<file path="src/rtl/mem_port_arbiter_pkg.sv">
// ----------------------------------------------------------------------------
// mem_arb_pkg
//   Shared types for the memory port arbiter: FSM state encoding, port-owner
//   encoding, latency-counter width and the arbitration helper.
//   No ports (package).
// ----------------------------------------------------------------------------
package mem_arb_pkg;

    // Wide enough for MEM_LAT up to 15.
    localparam int LAT_W = 4;

    typedef enum logic [1:0] {
        ST_IDLE   = 2'd0,
        ST_ACCESS = 2'd1,
        ST_RESP   = 2'd2
    } state_t;

    typedef enum logic {
        OWN_IF = 1'b0,
        OWN_D  = 1'b1
    } owner_t;

    // A lone requester always wins; tie_winner only matters when both ask.
    function automatic owner_t pick_owner(input logic   if_req,
                                          input logic   d_req,
                                          input owner_t tie_winner);
        if (if_req && d_req) begin
            return tie_winner;
        end else if (d_req) begin
            return OWN_D;
        end else begin
            return OWN_IF;
        end
    endfunction

endpackage

</file>
<file path="src/rtl/mem_port_arbiter_if.sv">
// ----------------------------------------------------------------------------
// mem_port_arbiter_if
//   Bundles the fetch port, data port and memory-side signals of the arbiter.
//   Handshake: a requester raises *_req with its address/data and holds all of
//   them steady until the matching one-cycle *_ack; the arbiter samples the
//   request only while idle. Memory side: mem_en is a one-cycle strobe and
//   mem_rdata must be valid exactly MEM_LAT cycles after it.
//   Modports:
//     slave  - the arbiter's view (requests and mem_rdata in, the rest out)
//     master - the environment's view (core ports plus memory model)
// ----------------------------------------------------------------------------
interface mem_port_arbiter_if #(
    parameter int ADDR_W = 32,
    parameter int DATA_W = 32
);
    logic              if_req;
    logic [ADDR_W-1:0] if_addr;
    logic              if_flush;
    logic              if_ack;
    logic [DATA_W-1:0] if_rdata;
    logic              d_req;
    logic              d_we;
    logic [ADDR_W-1:0] d_addr;
    logic [DATA_W-1:0] d_wdata;
    logic              d_ack;
    logic [DATA_W-1:0] d_rdata;
    logic              mem_en;
    logic              mem_we;
    logic [ADDR_W-1:0] mem_addr;
    logic [DATA_W-1:0] mem_wdata;
    logic [DATA_W-1:0] mem_rdata;
    logic              stall_f;
    logic              stall_m;
    logic              busy;

    modport slave (
        input  if_req, if_addr, if_flush, d_req, d_we, d_addr, d_wdata, mem_rdata,
        output if_ack, if_rdata, d_ack, d_rdata, mem_en, mem_we, mem_addr, mem_wdata,
               stall_f, stall_m, busy
    );

    modport master (
        output if_req, if_addr, if_flush, d_req, d_we, d_addr, d_wdata, mem_rdata,
        input  if_ack, if_rdata, d_ack, d_rdata, mem_en, mem_we, mem_addr, mem_wdata,
               stall_f, stall_m, busy
    );
endinterface

</file>
<file path="src/rtl/mem_port_arbiter_lat_counter.sv">
// ----------------------------------------------------------------------------
// mem_lat_counter
//   Times the ACCESS phase: loaded to 0 on grant, counts up while enabled,
//   flags terminal count when it reaches MEM_LAT.
//   Ports:
//     clk, reset  clock / asynchronous active-high reset
//     i_load      clear count to 0 (grant cycle)
//     i_en        advance count by one
//     o_tc        count == MEM_LAT (last ACCESS cycle)
// ----------------------------------------------------------------------------
module mem_lat_counter
    import mem_arb_pkg::*;
#(
    parameter int MEM_LAT = 2
) (
    input  logic clk,
    input  logic reset,
    input  logic i_load,
    input  logic i_en,
    output logic o_tc
);
    logic [LAT_W-1:0] r_cnt;

    always_ff @(posedge clk or posedge reset) begin
        if (reset) begin
            r_cnt <= '0;
        end else if (i_load) begin
            r_cnt <= '0;
        end else if (i_en) begin
            r_cnt <= r_cnt + LAT_W'(1);
        end
    end

    assign o_tc = (r_cnt == LAT_W'(MEM_LAT));
endmodule

</file>
<file path="src/rtl/mem_port_arbiter.sv">
// ----------------------------------------------------------------------------
// mem_port_arbiter
//   Shares one single-ported, fixed-latency memory between the fetch port (IF)
//   and the data port (MEM). One transaction at a time: IDLE grants and latches
//   the request, ACCESS strobes mem_en and waits MEM_LAT cycles, RESP returns a
//   one-cycle ack with read data.
//   Ports:
//     clk, reset   clock / asynchronous active-high reset
//     bus          mem_port_arbiter_if.slave (IF port, D port, memory side,
//                  stall_f/stall_m, busy)
//     o_dbg_state  current FSM state
//   Configuration:
//     MEM_ARB_RR_EN defined   - round-robin on simultaneous requests
//     MEM_ARB_RR_EN undefined - data port always wins a tie
// ----------------------------------------------------------------------------
module mem_port_arbiter
    import mem_arb_pkg::*;
#(
    parameter int ADDR_W  = 32,
    parameter int DATA_W  = 32,
    parameter int MEM_LAT = 2
) (
    input  logic                  clk,
    input  logic                  reset,
    mem_port_arbiter_if.slave     bus,
    output state_t                o_dbg_state
);
    state_t            r_state;
    owner_t            r_owner;
    logic              r_we;
    logic              r_cancel;
    logic              r_mem_en;
    logic              r_mem_we;
    logic [ADDR_W-1:0] r_mem_addr;
    logic [DATA_W-1:0] r_mem_wdata;
    logic              r_if_ack;
    logic              r_d_ack;
    logic [DATA_W-1:0] r_if_rdata;
    logic [DATA_W-1:0] r_d_rdata;

    logic   w_any_req;
    logic   w_load;
    logic   w_cnt_en;
    logic   w_tc;
    logic   w_if_ack;
    owner_t w_tie;
    owner_t w_win;

`ifdef MEM_ARB_RR_EN
    // Last port granted; the other one wins the next tie.
    owner_t r_last_grant;

    always_ff @(posedge clk or posedge reset) begin
        if (reset) begin
            r_last_grant <= OWN_IF;
        end else if (w_load) begin
            r_last_grant <= w_win;
        end
    end

    assign w_tie = (r_last_grant == OWN_IF) ? OWN_D : OWN_IF;
`else
    // MEM stage holds the older instruction, so it wins a tie.
    assign w_tie = OWN_D;
`endif

    assign w_any_req = bus.if_req | bus.d_req;
    assign w_win     = pick_owner(bus.if_req, bus.d_req, w_tie);
    assign w_load    = (r_state == ST_IDLE) && w_any_req;
    assign w_cnt_en  = (r_state == ST_ACCESS) && !w_tc;

    mem_lat_counter #(
        .MEM_LAT (MEM_LAT)
    ) u_lat_counter (
        .clk    (clk),
        .reset  (reset),
        .i_load (w_load),
        .i_en   (w_cnt_en),
        .o_tc   (w_tc)
    );

    always_ff @(posedge clk or posedge reset) begin
        if (reset) begin
            r_state     <= ST_IDLE;
            r_owner     <= OWN_IF;
            r_we        <= 1'b0;
            r_cancel    <= 1'b0;
            r_mem_en    <= 1'b0;
            r_mem_we    <= 1'b0;
            r_mem_addr  <= '0;
            r_mem_wdata <= '0;
            r_if_ack    <= 1'b0;
            r_d_ack     <= 1'b0;
            r_if_rdata  <= '0;
            r_d_rdata   <= '0;
        end else begin
            r_mem_en <= 1'b0;
            r_mem_we <= 1'b0;
            r_if_ack <= 1'b0;
            r_d_ack  <= 1'b0;
            case (r_state)
                ST_IDLE: begin
                    r_cancel <= 1'b0;
                    if (w_any_req) begin
                        r_state  <= ST_ACCESS;
                        r_owner  <= w_win;
                        r_mem_en <= 1'b1;
                        if (w_win == OWN_D) begin
                            r_we        <= bus.d_we;
                            r_mem_we    <= bus.d_we;
                            r_mem_addr  <= bus.d_addr;
                            r_mem_wdata <= bus.d_wdata;
                        end else begin
                            r_we       <= 1'b0;
                            r_mem_addr <= bus.if_addr;
                        end
                    end
                end
                ST_ACCESS: begin
                    if ((r_owner == OWN_IF) && bus.if_flush) begin
                        r_cancel <= 1'b1;
                    end
                    // Last ACCESS cycle: mem_rdata is valid now.
                    if (w_tc) begin
                        r_state <= ST_RESP;
                        if (r_owner == OWN_D) begin
                            r_d_ack <= 1'b1;
                            if (!r_we) begin
                                r_d_rdata <= bus.mem_rdata;
                            end
                        end else if (!(r_cancel || bus.if_flush)) begin
                            r_if_ack   <= 1'b1;
                            r_if_rdata <= bus.mem_rdata;
                        end
                    end
                end
                ST_RESP: begin
                    r_state <= ST_IDLE;
                end
                default: begin
                    r_state <= ST_IDLE;
                end
            endcase
        end
    end

    // A flush arriving in the RESP cycle itself still kills the fetch ack.
    assign w_if_ack = r_if_ack & ~bus.if_flush;

    assign bus.if_ack    = w_if_ack;
    assign bus.if_rdata  = r_if_rdata;
    assign bus.d_ack     = r_d_ack;
    assign bus.d_rdata   = r_d_rdata;
    assign bus.mem_en    = r_mem_en;
    assign bus.mem_we    = r_mem_we;
    assign bus.mem_addr  = r_mem_addr;
    assign bus.mem_wdata = r_mem_wdata;
    assign bus.stall_f   = bus.if_req & ~w_if_ack;
    assign bus.stall_m   = bus.d_req & ~r_d_ack;
    assign bus.busy      = (r_state != ST_IDLE);
    assign o_dbg_state   = r_state;
endmodule
</file>
<file path="src/flat_wrapper.sv">
// flat-port wrapper written by rule: the top's interface ports become plain ports
module mem_port_arbiter_flat import mem_arb_pkg::*;
#(
    parameter int ADDR_W  = 32,
    parameter int DATA_W  = 32,
    parameter int MEM_LAT = 2
)
  (clk, reset, o_dbg_state, bus_if_req, bus_if_addr, bus_if_flush, bus_d_req, bus_d_we, bus_d_addr, bus_d_wdata, bus_mem_rdata, bus_if_ack, bus_if_rdata, bus_d_ack, bus_d_rdata, bus_mem_en, bus_mem_we, bus_mem_addr, bus_mem_wdata, bus_stall_f, bus_stall_m, bus_busy);
  mem_port_arbiter_if #(.ADDR_W(ADDR_W), .DATA_W(DATA_W)) bus_i ();
  input  logic clk;
  input  logic reset;
  output state_t o_dbg_state;
  input wire logic [$bits(bus_i.if_req)-1:0] bus_if_req;
  input wire logic [$bits(bus_i.if_addr)-1:0] bus_if_addr;
  input wire logic [$bits(bus_i.if_flush)-1:0] bus_if_flush;
  input wire logic [$bits(bus_i.d_req)-1:0] bus_d_req;
  input wire logic [$bits(bus_i.d_we)-1:0] bus_d_we;
  input wire logic [$bits(bus_i.d_addr)-1:0] bus_d_addr;
  input wire logic [$bits(bus_i.d_wdata)-1:0] bus_d_wdata;
  input wire logic [$bits(bus_i.mem_rdata)-1:0] bus_mem_rdata;
  output wire logic [$bits(bus_i.if_ack)-1:0] bus_if_ack;
  output wire logic [$bits(bus_i.if_rdata)-1:0] bus_if_rdata;
  output wire logic [$bits(bus_i.d_ack)-1:0] bus_d_ack;
  output wire logic [$bits(bus_i.d_rdata)-1:0] bus_d_rdata;
  output wire logic [$bits(bus_i.mem_en)-1:0] bus_mem_en;
  output wire logic [$bits(bus_i.mem_we)-1:0] bus_mem_we;
  output wire logic [$bits(bus_i.mem_addr)-1:0] bus_mem_addr;
  output wire logic [$bits(bus_i.mem_wdata)-1:0] bus_mem_wdata;
  output wire logic [$bits(bus_i.stall_f)-1:0] bus_stall_f;
  output wire logic [$bits(bus_i.stall_m)-1:0] bus_stall_m;
  output wire logic [$bits(bus_i.busy)-1:0] bus_busy;
  assign bus_i.if_req = bus_if_req;
  assign bus_i.if_addr = bus_if_addr;
  assign bus_i.if_flush = bus_if_flush;
  assign bus_i.d_req = bus_d_req;
  assign bus_i.d_we = bus_d_we;
  assign bus_i.d_addr = bus_d_addr;
  assign bus_i.d_wdata = bus_d_wdata;
  assign bus_i.mem_rdata = bus_mem_rdata;
  assign bus_if_ack = bus_i.if_ack;
  assign bus_if_rdata = bus_i.if_rdata;
  assign bus_d_ack = bus_i.d_ack;
  assign bus_d_rdata = bus_i.d_rdata;
  assign bus_mem_en = bus_i.mem_en;
  assign bus_mem_we = bus_i.mem_we;
  assign bus_mem_addr = bus_i.mem_addr;
  assign bus_mem_wdata = bus_i.mem_wdata;
  assign bus_stall_f = bus_i.stall_f;
  assign bus_stall_m = bus_i.stall_m;
  assign bus_busy = bus_i.busy;
  mem_port_arbiter #(.ADDR_W(ADDR_W), .DATA_W(DATA_W), .MEM_LAT(MEM_LAT)) u_core (.clk(clk), .reset(reset), .bus(bus_i), .o_dbg_state(o_dbg_state));
endmodule
</file>
<file path="config.mk">
export PLATFORM = sky130hd
export DESIGN_NAME = mem_port_arbiter_flat
export DESIGN_NICKNAME = d
export VERILOG_FILES = /design/src/rtl/mem_port_arbiter_pkg.sv /design/src/rtl/mem_port_arbiter_if.sv /design/src/rtl/mem_port_arbiter_lat_counter.sv /design/src/rtl/mem_port_arbiter.sv /design/src/flat_wrapper.sv
export SDC_FILE = /design/constraint.sdc
export NUM_CORES = 1
export LEC_CHECK = 0
export CELL_PAD_IN_SITES_DETAIL_PLACEMENT = 1
export CELL_PAD_IN_SITES_GLOBAL_PLACEMENT = 1
export CORE_ASPECT_RATIO = 0.75
export CORE_MARGIN = 3
export CORE_UTILIZATION = 34
export CTS_BUF_LIST = sky130_fd_sc_hd__clkbuf_8 sky130_fd_sc_hd__clkbuf_16
export DETAILED_ROUTE_END_ITERATION = 8
export HOLD_SLACK_MARGIN = 0.06
export PLACE_DENSITY_LB_ADDON = 0.1
export SYNTH_ARGS = -nofsm -noshare
export SYNTH_HDL_FRONTEND = slang
export SYNTH_SLANG_ARGS = --single-unit
</file>
<file path="constraint.sdc">
create_clock -name clk -period 8.1 [get_ports clk]
set_input_delay 1.62 -clock clk [delete_from_list [all_inputs] [get_ports clk]]
set_output_delay 1.62 -clock clk [all_outputs]
set_load 0.005 [all_outputs]
</file>
==> impl_results.md <==
- Antenna viol nets, final: 0
- DIE WIDTH: 155.2 um
- Post-Synth Adder-Cell Area: 0.4408%
- Top FF cell, synth: dfrtp_1
- Critical path depth: 4
- Family with the most delay on the worst path: buffers and inverters
- Crit path capture type: output pin
- WP buf/inv: 3
- Max clock buf depth: 2
- HPWL Detailed: 12.12 mm
- Final Hold Viols: 0
- Synth cell types: 29
- Post-synth ARST share: 100.0%
- Crit Path Category: input port to output pin
- Die area: ~18000 sq um
- Largest net degree at the start of global routing: between 80 and 90
- Fill cells: approximately 1600
- GRT overflow: 0
- Fmax: roughly 220 MHz
- Overall routed net length: between 15 and 20 mm
- First-pass GRT wire length: approximately 26 mm
- Setup TNS: 0 ns
- Post-Synth XOR/XNOR Area: 0%
- Worst-margin pin slew: ~0.95 ns
- Post-CTS setup buffers: 0
- WHS: between 0.4 and 0.5 ns
- Post-Syn Instances: between 400 and 500
- CP startpoint: bus_d_req
- Num rows: 40
- All-Layer GR Usage: between 15 and 20%
- Gpl congestion: between 0.7 and 0.8
- Antenna Diode Count: 0
- End-of-flow core utilization: 56.26%
- Via count: roughly 4300
- Largest stage delay on the critical path: just over 0.5 ns
- PwrDens: 360.9 nW/um^2
- Seq cells post-synth: between 100 and 150
- Share of layout cells above drive strength 1: roughly a fifth
- Post-CTS resize count: 0
- Tot Pwr: ~3300 uW
- Drt initial violations: 151
- Crit-path cells: buf_2 -> buf_4 -> nor2b_1 -> clkdlybuf4s50_1
- Slew Viols, Final: 0
- Final instance area: just over 9000 sq um
- R2R depth: 5
- Vias in the first global route: ~4700
- Initial antenna violation count: 0
- Hold Crit Class: flip-flop to flip-flop
- Sequential fraction of the synthesis area: between 60% and 70%
- Mapped cell area: between 5000 and 6000 sq um
- CTS Sinks: 141
- Post-synth EDFFs: 0
- CTS clk-pin slew, worst paths: around 0.050 ns
- Outcome: complete, no violations
- # IOs: ~270
- Multiplexer share of the synthesized area: about a quarter
- Reg-to-reg critical path endpoint: u_core.bus.if_rdata[6]
- RSZ-0062 raised after global routing: no
- Max_cap viols: 0
- Compound-Gate Fraction of Synth Area: slightly below 7%
- VDD IR max: approximately 0.15 mV
- Clk root buf: clkbuf_16
- Critical path endpoint: bus_stall_m
- Layout area overhead: 60.22%
- Final worst-path cycle share: 55.71%
- CP max stage cell: clkdlybuf4s50_1
- Core Region: roughly 16000 sq um
- Syn_area_per_cell: between 10 and 15 sq um
- Largest family of logic cells by synthesized area: multiplexers
- Via density: around 4.8
- Die H: between 100 and 150 um
- Ys Warns: 0
- FF-to-FF Start: u_core.u_lat_counter.r_cnt[0]
- DR WL/cell: roughly 19 um
- Fin crit period: about 4.5 ns
- IO buf count: 270
- Critical Path AT: 2.89 ns
- Cts bufs inserted: 17
- Crit start category: input port
- TritonCTS clock tree: built
- Pre-antenna DRT Iters: 4
- Skew-Pair Late Insertion Delay: approximately 0.4 ns
- Clk_skew: approximately 0.01 ns
- Final setup violation count: 0
- DRC errors left: 0
- DP Area: 8533 sq um
- Starting Density: 35.12%
- Pleak: between 0.003 and 0.004 uW
- Required @ worst endpoint: 6.48 ns
- Synth Area in Simple Gates: 2.821%
- Post-Syn Nets: approximately 540
- CP max FO: 38
- Reg2reg setup slack: ~5.6 ns
- Max-slew headroom: 36.69%
- Hold buffer count at cts: 0
- Final net count: just over 800
- CTS H-tree depth: 4
-- layout by cell type (no fill, tap or decap), drive strengths merged, types with 2 or more instances in the layout --
| master | n |
|---|---|
| clkdlybuf4s50 | 269 |
| dfrtp | 141 |
| mux2 | 96 |
| o21ai | 70 |
| mux2i | 32 |
| clkbuf | 18 |
| clkinv | 7 |
| inv | 7 |
| nor2b | 5 |
| buf | 5 |
| nor2 | 4 |
| a21oi | 4 |
| nand3 | 3 |
| or3 | 2 |
| nor3 | 2 |
| and3 | 2 |
| a21o | 2 |
| ha | 2 |
| bufinv | 2 |
| clkinvlp | 2 |
| and2 | 2 |
-- cells by family after synthesis --
| kind of cell | after synthesis |
|---|---|
| AOI/OAI and AO/OA | 77 |
| adders and majority gates | 2 |
| buffers and inverters | 30 |
| DFF | 141 |
| muxes | 128 |
| and+or+nand+nor | 25 |
-- cell usage after synthesis, types with 2 or more instances --
library cell,n,area (sq um)
and2_1,2,12.51
dfrtp_1,141,3528
and3_1,2,12.51
buf_4,3,22.52
a21o_1,2,15.01
nand3_1,2,10.01
o21ai_1,2,10.01
nor2_1,4,15.01
nor3_1,2,10.01
nor2b_1,5,31.28
buf_6,3,33.78
clkbuf_1,9,33.78
inv_1,6,22.52
a21oi_1,4,20.02
mux2i_1,32,320.3
o21ai_0,68,340.3
ha_1,2,25.02
mux2_2,95,1070
buf_2,8,40.04
or3_1,2,12.51
-- metrics by stage --
step	instances	worst slack [ns]
2_1_floorplan	403	2.699
3_3_place_gp	863	3.609
3_5_place_dp	863	3.563
4_1_cts	893	3.561
5_1_grt	893	3.483
6_report	893	3.587
-- worst min path at each step --
stage | from | to | cells past startpoint
floorplan | u_core.r_we | u_core.r_we | 1
global placement | u_core.r_we | u_core.r_we | 1
detailed placement | u_core.r_we | u_core.r_we | 1
CTS | u_core.r_we | u_core.r_we | 1
global route | u_core.r_we | u_core.r_we | 1
finish | u_core.r_we | u_core.r_we | 1
-- worst register-to-register path, delay by kind of cell, from the launching register on --
family	cells	cell delay [ns]
adder cells (fa/ha/maj)	1	0.17
buffers and inverters	1	0.07
flip-flops	1	0.42
multiplexers	1	0.59
AND/OR/NAND/NOR	2	1.16
-- layer usage --
metal	up-vias	wire [um]	global-route usage (%)
met5	-	0	0
met4	0	246	6.178
met3	18	1352	6.652
met2	156	8490	31.60
met1	2132	6499	21.13
li1	1980	-	-
-- cell type report --
| class | instances | area, sq um | area share (%) |
|---|---|---|---|
| clock buffers | 18 | 439.2 | 4.829 |
| multi-input cells | 232 | 1987 | 21.85 |
| clock inverters | 12 | 122.6 | 1.348 |
| repair buffers | 274 | 2728 | 29.99 |
| inverters | 6 | 27.53 | 0.3027 |
| flip-flops and latches | 141 | 3528 | 38.79 |
| well taps | 210 | 262.8 | 2.889 |
-- sequential cells by signal (all words and copies together) (netlist names) --
signal and flops:
u_core.u_lat_counter.r_cnt 4, u_core.r_we 1, u_core.r_if_ack 1, u_core.bus.mem_wdata 32
u_core.bus.mem_addr 32, u_core.bus.d_rdata 32, u_core.bus.mem_en 1, u_core.o_dbg_state 2
u_core.bus.if_rdata 32, u_core.bus.d_ack 1, u_core.r_cancel 1, u_core.bus.mem_we 1
u_core.r_owner 1
-- power breakdown --
group          total, uW  leakage [uW]  internal (uW)  switching, uW
logic               1320       0.00187            855            468
clock network        744      0.000277            455            289
registers           1210       0.00174           1040            179
Note: power is estimated with default switching activity, not from simulation.
